--- config.mk ---
export PLATFORM = sky130hd
export DESIGN_NAME = digit_serial_addsub
export DESIGN_NICKNAME = d
export VERILOG_FILES = /design/src/rtl/digit_serial_addsub.sv
export SDC_FILE = /design/constraint.sdc
export NUM_CORES = 1
export LEC_CHECK = 0
export CAP_MARGIN = 20
export CORE_ASPECT_RATIO = 1.4
export CORE_UTILIZATION = 52
export CTS_BUF_LIST = sky130_fd_sc_hd__clkbuf_16
export CTS_CLUSTER_DIAMETER = 60
export DETAILED_ROUTE_END_ITERATION = 16
export PLACE_DENSITY = 0.78
export REMOVE_ABC_BUFFERS = 1
export SLEW_MARGIN = 20
export SYNTH_ARGS = -nofsm -noshare
export SYNTH_HDL_FRONTEND = slang
export SYNTH_SLANG_ARGS = --single-unit
--- constraint.sdc ---
create_clock -name clk -period 6.85 [get_ports clk]
set_input_delay 1.37 -clock clk [delete_from_list [all_inputs] [get_ports clk]]
set_output_delay 1.37 -clock clk [all_outputs]
set_load 0.05 [all_outputs]
--- src/rtl/digit_serial_addsub.sv ---
`default_nettype none
// ============================================================================
// Module  : digit_serial_addsub
// Brief   : WIDTH-bit adder/subtractor computing DIGIT bits per clock, LSB
//           digit first, with a start/busy/done handshake.
// Rev     : 1.0  initial release
// ============================================================================
module digit_serial_addsub #(
    parameter int WIDTH = 16,
    parameter int DIGIT = 4
) (
    input  logic             clk,
    input  logic             reset,
    input  logic             start,
    input  logic             sub,
    input  logic [WIDTH-1:0] a,
    input  logic [WIDTH-1:0] b,
    input  logic             c_in,
    output logic             busy,
    output logic             done,
    output logic [WIDTH-1:0] y,
    output logic             c_out,
    output logic             ovf
);

    localparam int STEPS = WIDTH / DIGIT;
    localparam int CNT_W = (STEPS > 1) ? $clog2(STEPS) : 1;
    localparam logic [CNT_W-1:0] C_LAST = CNT_W'(STEPS - 1);

    typedef enum logic [0:0] {
        IDLE = 1'b0,
        RUN  = 1'b1
    } state_t;

    state_t           r_state;
    state_t           w_state_next;
    logic [WIDTH-1:0] r_a;
    logic [WIDTH-1:0] r_b;
    logic             r_a_msb;
    logic             r_b_msb;
    logic             r_carry;
    logic [CNT_W-1:0] r_cnt;
    logic [DIGIT:0]   w_digit_sum;
    logic [WIDTH-1:0] w_a_next;
    logic [WIDTH-1:0] w_b_next;
    logic [WIDTH-1:0] w_acc_next;
    logic             w_accept;
    logic             w_last;

    assign w_accept    = (r_state == IDLE) && start;
    assign w_last      = (r_state == RUN) && (r_cnt == C_LAST);
    assign w_digit_sum = {1'b0, r_a[DIGIT-1:0]} + {1'b0, r_b[DIGIT-1:0]}
                       + {{DIGIT{1'b0}}, r_carry};

    generate
        if (DIGIT == WIDTH) begin : g_single
            assign w_a_next   = r_a;
            assign w_b_next   = r_b;
            assign w_acc_next = w_digit_sum[DIGIT-1:0];
        end else begin : g_multi
            // Holds the digits produced so far; the newest digit enters at the top.
            logic [WIDTH-DIGIT-1:0] r_acc;

            assign w_a_next   = {{DIGIT{1'b0}}, r_a[WIDTH-1:DIGIT]};
            assign w_b_next   = {{DIGIT{1'b0}}, r_b[WIDTH-1:DIGIT]};
            assign w_acc_next = {w_digit_sum[DIGIT-1:0], r_acc};

            always_ff @(posedge clk or posedge reset) begin
                if (reset) begin
                    r_acc <= '0;
                end else if (r_state == RUN) begin
                    r_acc <= w_acc_next[WIDTH-1:DIGIT];
                end
            end
        end
    endgenerate

    always_ff @(posedge clk or posedge reset) begin
        if (reset) begin
            r_state <= IDLE;
        end else begin
            r_state <= w_state_next;
        end
    end

    always_comb begin
        w_state_next = r_state;
        case (r_state)
            IDLE:    if (start)  w_state_next = RUN;
            RUN:     if (w_last) w_state_next = IDLE;
            default: w_state_next = IDLE;
        endcase
    end

    always_ff @(posedge clk or posedge reset) begin
        if (reset) begin
            r_a     <= '0;
            r_b     <= '0;
            r_a_msb <= 1'b0;
            r_b_msb <= 1'b0;
            r_carry <= 1'b0;
            r_cnt   <= '0;
            busy    <= 1'b0;
            done    <= 1'b0;
            y       <= '0;
            c_out   <= 1'b0;
            ovf     <= 1'b0;
        end else begin
            done <= 1'b0;
            if (w_accept) begin
                // Subtraction is a + ~b + ~borrow, so invert b and the carry once here.
                r_a     <= a;
                r_b     <= sub ? ~b : b;
                r_a_msb <= a[WIDTH-1];
                r_b_msb <= sub ^ b[WIDTH-1];
                r_carry <= sub ^ c_in;
                r_cnt   <= '0;
                busy    <= 1'b1;
            end else if (r_state == RUN) begin
                r_a     <= w_a_next;
                r_b     <= w_b_next;
                r_carry <= w_digit_sum[DIGIT];
                r_cnt   <= r_cnt + CNT_W'(1);
                if (w_last) begin
                    y     <= w_acc_next;
                    c_out <= w_digit_sum[DIGIT];
                    ovf   <= (r_a_msb == r_b_msb) && (w_acc_next[WIDTH-1] != r_a_msb);
                    done  <= 1'b1;
                    busy  <= 1'b0;
                end
            end
        end
    end

endmodule
`default_nettype wire

* Word-level counts from Yosys, hierarchy flattened
Index checks and enable logic that the tools add are counted.
** Storage, ports and cells
- Output and inout port bits :: 20
- Register bits :: 70
- Word-level logic and storage cells :: 49
- Input port bits :: 37
** Operators by class
- Reduce and logical (&&, ||, !) cells :: 7
- Equality and inequality tests :: 3
- Muxes and demuxes :: 18
- Bitwise operators :: 5
- Add/subtract/negate cells :: 3
** Operators with widths (number)
- $mux 16 :: 5
- $not 16->16 :: 1
- $mux 1 :: 10
- $add 4x4->5 :: 1
- $add 5x1->5 :: 1
- $mux 2 :: 2
- $reduce_bool 2->1 :: 2
- $logic_and 1x1->1 :: 3
- $reduce_and 3->1 :: 1
- $add 2x1->2 const B :: 1
- $eq 2x2->1 const B :: 1
- $not 1->1 :: 2
- $pmux 1 s2 :: 1
- $reduce_and 2->1 :: 1
- $xor 1x1->1 :: 2
- $eq 1x1->1 :: 1
- $ne 1x1->1 :: 1

* Logic depth before layout (Yosys ltp)
Gate-level depths: netlist of the first run.
- Word-level depth :: 5
- Gate-level depth with buffers :: 7
- Depth with buffers taken out :: 7

* Worst setup path after synthesis of the first run
Ideal clock, no wire load.
- Path type :: input-to-reg
- Start :: input sub
- End :: register r_b[3]
- Buffers on the path :: 2
- Data required time :: 6.718 ns
- Arrival :: 2.098 ns
- Stages :: 6
- Setup slack :: 4.620 ns
- Cells stage by stage :: buf_2 -> buf_4 -> xnor2_1 -> nand2_1 -> o21ai_1 -> o21ai_1
** On the way
- Longest elaborated chain between the ends :: 2
** Ends and longest elaborated chain
- start: declaration :: line 15 : input logic sub,
- $mux 16 :: line 113 : r_b <= sub ? ~b : b;
- $mux 16 :: line 110 : if (w_accept) begin
- end signal: assignment :: line 113
- end signal: assignment :: line 121 : r_b <= w_b_next;
- end: declaration :: line 38 : logic [WIDTH-1:0] r_b;
No other way between the ends.
A chain may end at the register's enable or synchronous reset.

* Final worst setup path of the first run
- Start :: register c_out
- End :: output c_out
** RTL lines
- start: declaration :: line 22 : output logic c_out,
- start signal: assignment :: line 126 : c_out <= w_digit_sum[DIGIT];
No word-level cell between the ends.

==> out/summary.txt, run 1 <==
Run status = finished, final reports clean
CP Cell Sequence = clkdlybuf4s50_1
Vert. Die Dim = 93.5 um
# hold bufs at CTS = 0
Reg-to-reg endpoint = r_carry
P&R area growth vs syn = 29.2%
Final period utilization = 42.2%
Post-DP HPWL = 3.54 mm
Nets@finish = 379
Core area = 5820 sq um
Drt pass-1 iters = 6
Slew HR = 38.1%
Post-CTS Resized = 0
Post-route cell area = 4020 sq um
H-Tree Depth = 3
Cell Rows = 33
Worst setup SP type = flip-flop
Layout cells sized above 1 = 12.3%
Critical Path Sink = c_out
CTS Buffer Depth = 2
FF+latch count, synth = 70
Final hold violation count = 0
Final TNS setup = 0 ns
Mapped Area = 3110 sq um
Layout Skew = 0.00713 ns
Post-DR wirelength/cell = 13.5 um
Max-cap violation count = 0
Post-synth EDFFs = 0
Num CTS Buffers = 9
Worst reg2reg path startpoint = r_a[0]
Post-CTS setup buffers = 0
Syn. warnings = 0
RSZ-0062 raised after global routing = no
Maximum clock rate = 346 MHz
Placed inst area = 3700 sq um
Starting density of the core = 53.4%
Die area = 6300 sq um
Max rail drop VDD = 230 uV
Leakage = 1.80 nW
Crit path launch = c_out
Iter 0 DRT Violations = 182
Root Buffer = clkbuf_16
First-pass GRT wire length = 9.69 mm
Critical Path AT = 1.52 ns
Antenna viol nets, final = 0
Skew-Pair Late Insertion Delay = 0.33 ns
Ant diodes = 0
CTS clk-pin slew, worst paths = 0.06 ns
Buf+Inv Stages, Crit Path = 1
Share of async-settable or async-resettable flops after synthesis = 100%
Maximum number of pins on one net before global-route repair = 74
Gate Count Post-Synth = 283
Cells on worst reg2reg path = 7
R2r setup slk = 5.01 ns
Vias/cell = 5.21
Count of cell types in the netlist = 33
Slew Limit Fails = 0
Worst stage delay on the critical path = 0.81 ns
Gr usage total = 20.9%
Slew at the pin closest to its max-slew limit = 0.925 ns
Syn Area/Cell = 11.0 sq um
Num Clock Sinks = 70
# IOs = 57
Final Wtd Congestion = 0.704
# setup viols final = 0
Slowest cell on crit path = clkdlybuf4s50_1
Crit path time final = 2.89 ns
Final wirelength = 5.53 mm
CP max FO = 2
Cell family with most CP delay = buffers and inverters
Initial antenna violation count = 0
IO Port Bufs = 56
PD cells = 479 nW/um^2
Vias in the first global route = 2090
DRC viols = 0
Via Count = 2140
Critical Path Stages = 1
Hold WC Path Type = flip-flop to flip-flop
CP Class = flip-flop to output pin
Die width = 67.4 um
CP Capture Type = output pin
Top_reg_cell synth = dfrtp_1
Required time worst endpoint = 5.48 ns
Sequential area share after synthesis = 56.3%
Total gr overflow = 0
CTS tree = done
-- registers in the layout, summed over array words and instances, names as in the netlist --
register / count
c_out: 1
r_state: 1
y: 16
done: 1
r_b_msb: 1
g_multi.r_acc: 12
r_cnt: 2
ovf: 1
busy: 1
r_a_msb: 1
r_a: 16
r_b: 16
r_carry: 1
-- layout make-up --
class,instances,area (sq um)
clock buffer,9,225
clock inverter,7,91.3
fill,434,1810
inverter,9,33.8
multi-input combinational,187,1250
sequential,70,1750
tap,70,87.6
timing repair buffer,59,578
-- worst min path at each step --
stage	start	endpoint	slack [ns]	depth (start not counted)
floorplan	r_b[10]	r_b[6]	0.45	2
global placement	r_b[12]	r_b[8]	0.46	2
detailed placement	r_a[11]	r_a[7]	0.47	2
CTS	r_a[13]	r_a[9]	0.48	2
global route	r_b[11]	r_b[7]	0.51	2
finish	r_a[15]	r_a[11]	0.48	2
-- layer usage --
layer  track usage (%)  routed length (um)  up-vias
met5                 0                   0        -
met2              32.8                2750       50
met1              27.2                2490     1019
met4              6.91                  95        0
met3              6.22                 202        9
li1                  -                   -     1062
-- synthesized netlist by cell type (2+ instances only) --
cell type,number,share of area [%]
a211oi_1,4,0.97
a21oi_1,3,0.48
buf_1,3,0.36
buf_2,7,1.1
clkbuf_1,6,0.72
dfrtp_1,70,56
fa_1,2,1.3
ha_1,4,1.6
inv_1,7,0.85
inv_2,2,0.24
mux2_1,5,1.8
mux2_2,18,6.5
mux2i_1,16,5.2
nand2_1,45,5.4
nand3_1,2,0.32
nor2_1,13,1.6
o21ai_0,33,5.3
o21ai_1,12,1.9
xnor2_1,17,4.8
-- power by group --
group          switching, W  internal [W]  total, W  leakage [nW]
clock              0.000171      0.000317  0.000487         0.161
combinational      0.000435      0.000303  0.000738         0.754
sequential         0.000105      0.000593  0.000698         0.889
-- stage by stage --
| step | total power, W | hold WS, ns | setup slack [ns] | std cells | utilization [%] |
|---|---|---|---|---|---|
| finish | 0.00192 | 0.483 | 3.96 | 411 | 69.0 |
| global route | 0.00205 | 0.513 | 3.89 | 411 | 69.0 |
| CTS | 0.00194 | 0.483 | 3.95 | 411 | 69.0 |
| detailed placement | 0.00144 | 0.467 | 3.75 | 395 | 63.6 |
| global placement | 0.00141 | 0.459 | 3.79 | 395 | 63.6 |
| floorplan | 0.00121 | 0.448 | 3.71 | 266 | - |
-- cell usage in the layout (no fill, tap or decap) --
| cell type | n |
|---|---|
| o211ai_1 | 1 |
| xor2_1 | 1 |
| and3_1 | 1 |
| ha_1 | 4 |
| buf_2 | 1 |
| a21o_1 | 1 |
| xnor2_1 | 17 |
| mux2_2 | 18 |
| nand2_1 | 45 |
| fa_1 | 2 |
| or4_1 | 1 |
| o22ai_1 | 1 |
| mux2_1 | 5 |
| a31oi_1 | 1 |
| nand3_1 | 2 |
| a22o_1 | 1 |
| clkinv_4 | 2 |
| o21ai_1 | 12 |
| nor2_1 | 13 |
| buf_4 | 3 |
| a21oi_1 | 3 |
| o31ai_1 | 1 |
| dfrtp_2 | 1 |
| a211oi_1 | 4 |
| clkdlybuf4s50_1 | 55 |
| mux2i_1 | 16 |
| inv_1 | 7 |
| clkbuf_16 | 9 |
| bufinv_16 | 2 |
| o21ai_0 | 33 |
| nor2b_1 | 1 |
| clkinv_2 | 2 |
| dfrtp_1 | 69 |
| inv_2 | 3 |
| o21a_1 | 1 |
| nor3_1 | 1 |
| nand2_2 | 1 |
-- cells by family after synthesis --
kind of cell               synth area share, %
adders and majority gates                 2.90
muxes                                     13.5
buffers and inverters                     3.54
xor gates and xnor gates                  5.07
DFF                                       56.3
AOI/OAI and AO/OA                         10.3
and+or+nand+nor                           8.33
Power figures use the tool's default switching activity.
==> inputs of run 2 (changes only) <==
Clock period 6.85 ns to 2.75 ns, I/O delays scaled along.
==> out/summary.txt, run 2 (same netlist as run 1, synthesis figures left out) <==
Commonest non-fill, non-tap cell in the layout = dfrtp_1 (unchanged)
Post-CTS Resized = 0 (unchanged)
Post-route cell area = 4020 sq um (about the same)
Via Count = 2201 (was 2140)
Nets@finish = 381 (was 379)
Antenna viol nets, final = 0 (unchanged)
Commonest non-fill, non-tap cells in the layout = dfrtp_1 (69), clkdlybuf4s50_1 (55), nand2_1 (45) (unchanged)
Die area = 6300 sq um (unchanged)
Crit path time final = 2.07 ns
Placed inst area = 3730 sq um (was 3700 sq um)
Leakage = 1.80 nW (about the same)
Iter 0 DRT Violations = 119 (was 182)
Starting density of the core = 53.4% (unchanged)
Max-cap violation count = 0 (unchanged)
DRC viols = 0 (unchanged)
Vias/cell = 5.33 (was 5.21)
Worst stage delay on the critical path = 0.81 ns (about the same)
P&R area growth vs syn = 29.2% (about the same)
Gr usage total = 21.4% (was 20.9%)
H-Tree Depth = 3 (unchanged)
Post-DP HPWL = 3.92 mm (was 3.54 mm)
Top flop regs = r_a x16, r_b x16, y x16 (unchanged)
Layout cells sized above 1 = 12.5% (was 12.3%)
Hold endpoint = y[14] (was r_a[11])
Slew at the pin closest to its max-slew limit = 0.630 ns (was 0.925 ns)
CP Capture Type = output pin (unchanged)
CP Cell Sequence = clkdlybuf4s50_1 (unchanged)
Post-DR wirelength/cell = 13.8 um (was 13.5 um)
IO Port Bufs = 56 (unchanged)
CTS clk-pin slew, worst paths = 0.05 ns (was 0.06 ns)
Initial antenna violation count = 0 (unchanged)
PD cells = 1180 nW/um^2 (was 479 nW/um^2)
Post-CTS setup buffers = 0 (unchanged)
RSZ-0062 raised after global routing = no (unchanged)
Drt pass-1 iters = 6 (unchanged)
Final wirelength = 5.68 mm (was 5.53 mm)
Final hold violation count = 0 (unchanged)
# hold bufs at CTS = 0 (unchanged)
Layout Skew = 0.00964 ns (was 0.00713 ns)
Worst reg2reg path startpoint = r_state (was r_a[0])
Max rail drop VDD = 519 uV (was 230 uV)
Buf+Inv Stages, Crit Path = 1 (unchanged)
Maximum number of pins on one net before global-route repair = 42 (was 74)
Ant diodes = 0 (unchanged)
Cell Rows = 33 (unchanged)
CP max FO = 2 (unchanged)
# IOs = 57 (unchanged)
Hold WC Path Type = flip-flop to flip-flop (unchanged)
Cells on worst reg2reg path = 4 (was 7)
CP Class = flip-flop to output pin (unchanged)
First-pass GRT wire length = 9.92 mm (was 9.69 mm)
Total gr overflow = 0 (unchanged)
Reg-to-reg endpoint = r_a_msb (was r_carry)
Worst setup SP type = flip-flop (unchanged)
Filler instances = 421 (was 434)
# setup viols final = 0 (unchanged)
Die width = 67.4 um (unchanged)
Maximum clock rate = 484 MHz
Vias in the first global route = 2177 (was 2090)
Skew-Pair Late Insertion Delay = 0.33 ns (about the same)
CTS Buffer Depth = 2 (unchanged)
Hold path startpoint = y[14] (was r_a[15])
Hold path cells = 2 (unchanged)
Final TNS setup = 0 ns (unchanged)
Root Buffer = clkbuf_16 (unchanged)
Slew Limit Fails = 0 (unchanged)
Core area = 5820 sq um (unchanged)
Cell family with most CP delay = buffers and inverters (unchanged)
R2r setup slk = 0.84 ns (was 5.01 ns)
CTS tree = done (unchanged)
Num CTS Buffers = 9 (unchanged)
Vert. Die Dim = 93.5 um (unchanged)
Run status = finished, final reports clean (unchanged)
Num Clock Sinks = 70 (unchanged)
Slew HR = 58.0% (was 38.1%)
Slowest cell on crit path = clkdlybuf4s50_1 (unchanged)
Critical Path AT = 1.52 ns (about the same)
Final Wtd Congestion = 0.745 (was 0.704)
Required time worst endpoint = 2.20 ns (was 5.48 ns)
Final period utilization = 75.1%
==> run 2: report_power, final <==
part | switching (W) | internal [W] | total (W) | leakage [nW]
Combinational | 0.00106 | 0.000764 | 0.00182 | 0.768
Sequential | 0.000323 | 0.00148 | 0.00180 | 0.889
Clock | 0.000414 | 0.000694 | 0.00111 | 0.144
Total | 0.00179 | 0.00294 | 0.00473 | 1.80
==> run 2: how the worst max path moves through the flow <==
stage,cells past startpoint,slack [ns],startpoint,to
after floorplan,3,0.22,r_state,y[10]
after global placement,4,0.89,r_state,r_a_msb
after detailed placement,4,0.85,r_state,r_a_msb
after CTS,1,0.68,ovf,ovf
after global routing,1,0.66,y[12],y[12]
final,1,0.68,ovf,ovf
==> run 2: worst register-to-register path, stage by stage (launching register included) <==
cell and delay [ns]:
dfrtp_2 0.77, buf_4 0.44, inv_2 0.12, nand2_1 0.12, mux2_2 0.34
==> run 2: metal layers <==
metal | GRT usage, % | vias to the layer above | share of wire (%)
li1 | - | 1072 | -
met1 | 25.3 | 1042 | 42
met2 | 35.8 | 71 | 52
met3 | 3.05 | 16 | 3.4
met4 | 12.9 | 0 | 3.0
met5 | 0 | - | 0
==> run 2: area by class of cell <==
type | count | area, sq um | area share (%)
repair buffers | 61 | 606 | 15.1
inverters | 9 | 33.8 | 0.841
well taps | 70 | 87.6 | 2.18
clock inverters | 7 | 65.1 | 1.62
multi-input cells | 187 | 1250 | 31.0
clock buffers | 9 | 225 | 5.61
flip-flops and latches | 70 | 1750 | 43.6
==> run 2: stage by stage <==
| stage | hold WS, ns | setup WS, ns | cells | util (%) | total power, W |
|---|---|---|---|---|---|
| global placement | 0.461 | 0.893 | 397 | 64.0 | 0.00354 |
| detailed placement | 0.463 | 0.845 | 397 | 64.0 | 0.00364 |
| finish | 0.481 | 0.684 | 413 | 69.0 | 0.00473 |
| global route | 0.512 | 0.658 | 413 | 69.0 | 0.00503 |
| CTS | 0.484 | 0.680 | 413 | 69.0 | 0.00477 |
| floorplan | 0.448 | 0.224 | 266 | - | 0.00300 |
==> inputs of run 3 (changes only) <==
Clock period 2.75 ns to 2 ns, I/O delays scaled along.
==> out/summary.txt, run 3 (same netlist as run 1, synthesis figures left out) <==
Post-CTS setup buffers = 0 (unchanged)
Cell Rows = 33 (unchanged)
Placed inst area = 3760 sq um (was 3730 sq um)
Final hold violation count = 0 (unchanged)
RSZ-0062 raised after global routing = no (unchanged)
Worst setup SP type = flip-flop (unchanged)
Slew HR = 66.9% (was 58.0%)
Maximum clock rate = 522 MHz
Final wirelength = 5.65 mm (was 5.68 mm)
Post-DR wirelength/cell = 13.6 um (was 13.8 um)
Hold WS = 0.469 ns (was 0.481 ns)
Post-route cell area = 4030 sq um (was 4020 sq um)
Hold WC Path Type = primary input to asynchronous set/reset pin (was flip-flop to flip-flop)
Place WS = 0.214 ns (was 0.845 ns)
Ant diodes = 0 (unchanged)
Final Wtd Congestion = 0.831 (was 0.745)
CTS clk-pin slew, worst paths = 0.06 ns (was 0.05 ns)
Buf+Inv Stages, Crit Path = 1 (unchanged)
Met3 Wirelength = 168 um (was 195 um)
Post-DP HPWL = 3.87 mm (was 3.92 mm)
Max-cap violation count = 0 (unchanged)
Top flop regs = r_a x16, r_b x16, y x16 (unchanged)
Final std cells w/o fill = 414 (was 413)
Worst stage delay on the critical path = 0.81 ns (about the same)
IO Port Bufs = 56 (unchanged)
Commonest non-fill, non-tap cells in the layout = dfrtp_1 (69), clkdlybuf4s50_1 (55), nand2_1 (45) (unchanged)
Commonest non-fill, non-tap cell in the layout = dfrtp_1 (unchanged)
Multi-input gate area = 1250 sq um (unchanged)
Leakage = 1.79 nW (was 1.80 nW)
Num CTS Buffers = 9 (unchanged)
Filler instances = 444 (was 421)
Met2 wire len = 2.93 mm (was 2.95 mm)
Cells on worst reg2reg path = 5 (was 4)
Slowest cell on crit path = clkdlybuf4s50_1 (unchanged)
Total gr overflow = 0 (unchanged)
CP Capture Type = output pin (unchanged)
Placed cell count = 398 (was 397)
Final total power = 0.00636 W (was 0.00473 W)
Maximum number of pins on one net before global-route repair = 71 (was 42)
Critical Path Stages = 1 (unchanged)
H-Tree Depth = 3 (unchanged)
Drt pass-1 iters = 4 (was 6)
FF/Latch Area = 1750 sq um (unchanged)
Worst Slack Setup Final = 0.0852 ns (was 0.684 ns)
R2r setup slk = 0.21 ns (was 0.84 ns)
Num Clock Sinks = 70 (unchanged)
PD cells = 1580 nW/um^2 (was 1180 nW/um^2)
# IOs = 57 (unchanged)
Slew Limit Fails = 0 (unchanged)
Run status = finished, final reports clean (unchanged)
Skew-Pair Late Insertion Delay = 0.32 ns (was 0.33 ns)
Max rail drop VDD = 649 uV (was 519 uV)
Nets@finish = 382 (was 381)
Die area = 6300 sq um (unchanged)
# hold bufs at CTS = 0 (unchanged)
Post-CTS Resized = 0 (unchanged)
Wl on met1 = 2.43 mm (was 2.36 mm)
Slew at the pin closest to its max-slew limit = 0.495 ns (was 0.630 ns)
CTS Buffer Depth = 2 (unchanged)
Required time worst endpoint = 1.60 ns (was 2.20 ns)
CP Class = flip-flop to output pin (unchanged)
Via Count = 2242 (was 2201)
Reg-to-reg endpoint = ovf (was r_a_msb)
Crit path time final = 1.91 ns
Vias in the first global route = 2087 (was 2177)
Final period utilization = 95.7%
CTS tree = done (unchanged)
Antenna viol nets, final = 0 (unchanged)
Core area = 5820 sq um (unchanged)
CP Cell Sequence = clkdlybuf4s50_1 (unchanged)
Critical Path AT = 1.51 ns (was 1.52 ns)
Die width = 67.4 um (unchanged)
P&R area growth vs syn = 29.5% (was 29.2%)
Cell family with most CP delay = buffers and inverters (unchanged)
Gr usage total = 20.1% (was 21.4%)
DR top layer = met4 (unchanged)
Worst reg2reg path startpoint = r_a[2] (was r_state)
Vias/cell = 5.42 (was 5.33)
Initial antenna violation count = 0 (unchanged)
DRC viols = 0 (unchanged)
Layout cells sized above 1 = 12.5% (about the same)
CP max FO = 2 (unchanged)
First-pass GRT wire length = 9.43 mm (was 9.92 mm)
Vert. Die Dim = 93.5 um (unchanged)
Iter 0 DRT Violations = 77 (was 119)
Layout Skew = 0.00640 ns (was 0.00964 ns)
Root Buffer = clkbuf_16 (unchanged)
# setup viols final = 0 (unchanged)
Starting density of the core = 53.4% (unchanged)
[run 3: changes by cell type in the layout (fill, tap and decap cells not counted)]
| cell | previous run | this run |
|---|---|---|
| buf_12 | 1 | 3 |
| buf_4 | 4 | 3 |
| bufinv_16 | 1 | 0 |
| clkinv_2 | 2 | 0 |
| clkinv_4 | 2 | 1 |
| clkinvlp_4 | 0 | 3 |
| inv_1 | 6 | 7 |
[run 3: where the power goes]
part	total (W)	switching (W)	internal, W
Clock	0.00140	0.000571	0.000826
Combinational	0.00258	0.00151	0.00107
Sequential	0.00238	0.000350	0.00203
Total	0.00636	0.00243	0.00393
[run 3: worst max path at each step]
| stage | endpoint | slack (ns) | startpoint |
|---|---|---|---|
| after floorplan | y[10] | -0.53 | r_state |
| final | ovf | 0.09 | ovf |
| after global placement | ovf | 0.27 | r_a[0] |
| after global routing | ovf | 0.06 | ovf |
| after CTS | ovf | 0.08 | ovf |
| after detailed placement | ovf | 0.21 | r_a[0] |
[run 3: through the flow]
| stage | setup TNS, ns | utilization [%] |
|---|---|---|
| after floorplan | -18.96 | - |
| after global placement | 0 | 64.6 |
| after detailed placement | 0 | 64.6 |
| after CTS | 0 | 69.2 |
| after global routing | 0 | 69.2 |
| final | 0 | 69.2 |
[run 3: cell type report]
type	count	share of cell area, %
Clock buffer	9	5.59
Clock inverter	7	1.06
Inverter	9	0.839
Multi-Input combinational cell	187	31.0
Sequential cell	70	43.5
Tap cell	70	2.17
Timing Repair Buffer	62	15.8
[run 3: metal layers]
layer / GRT usage, % / up-vias
li1: - / 1075
met1: 24.6 / 1099
met2: 34.0 / 59
met3: 2.93 / 9
met4: 9.57 / 0
met5: 0 / -
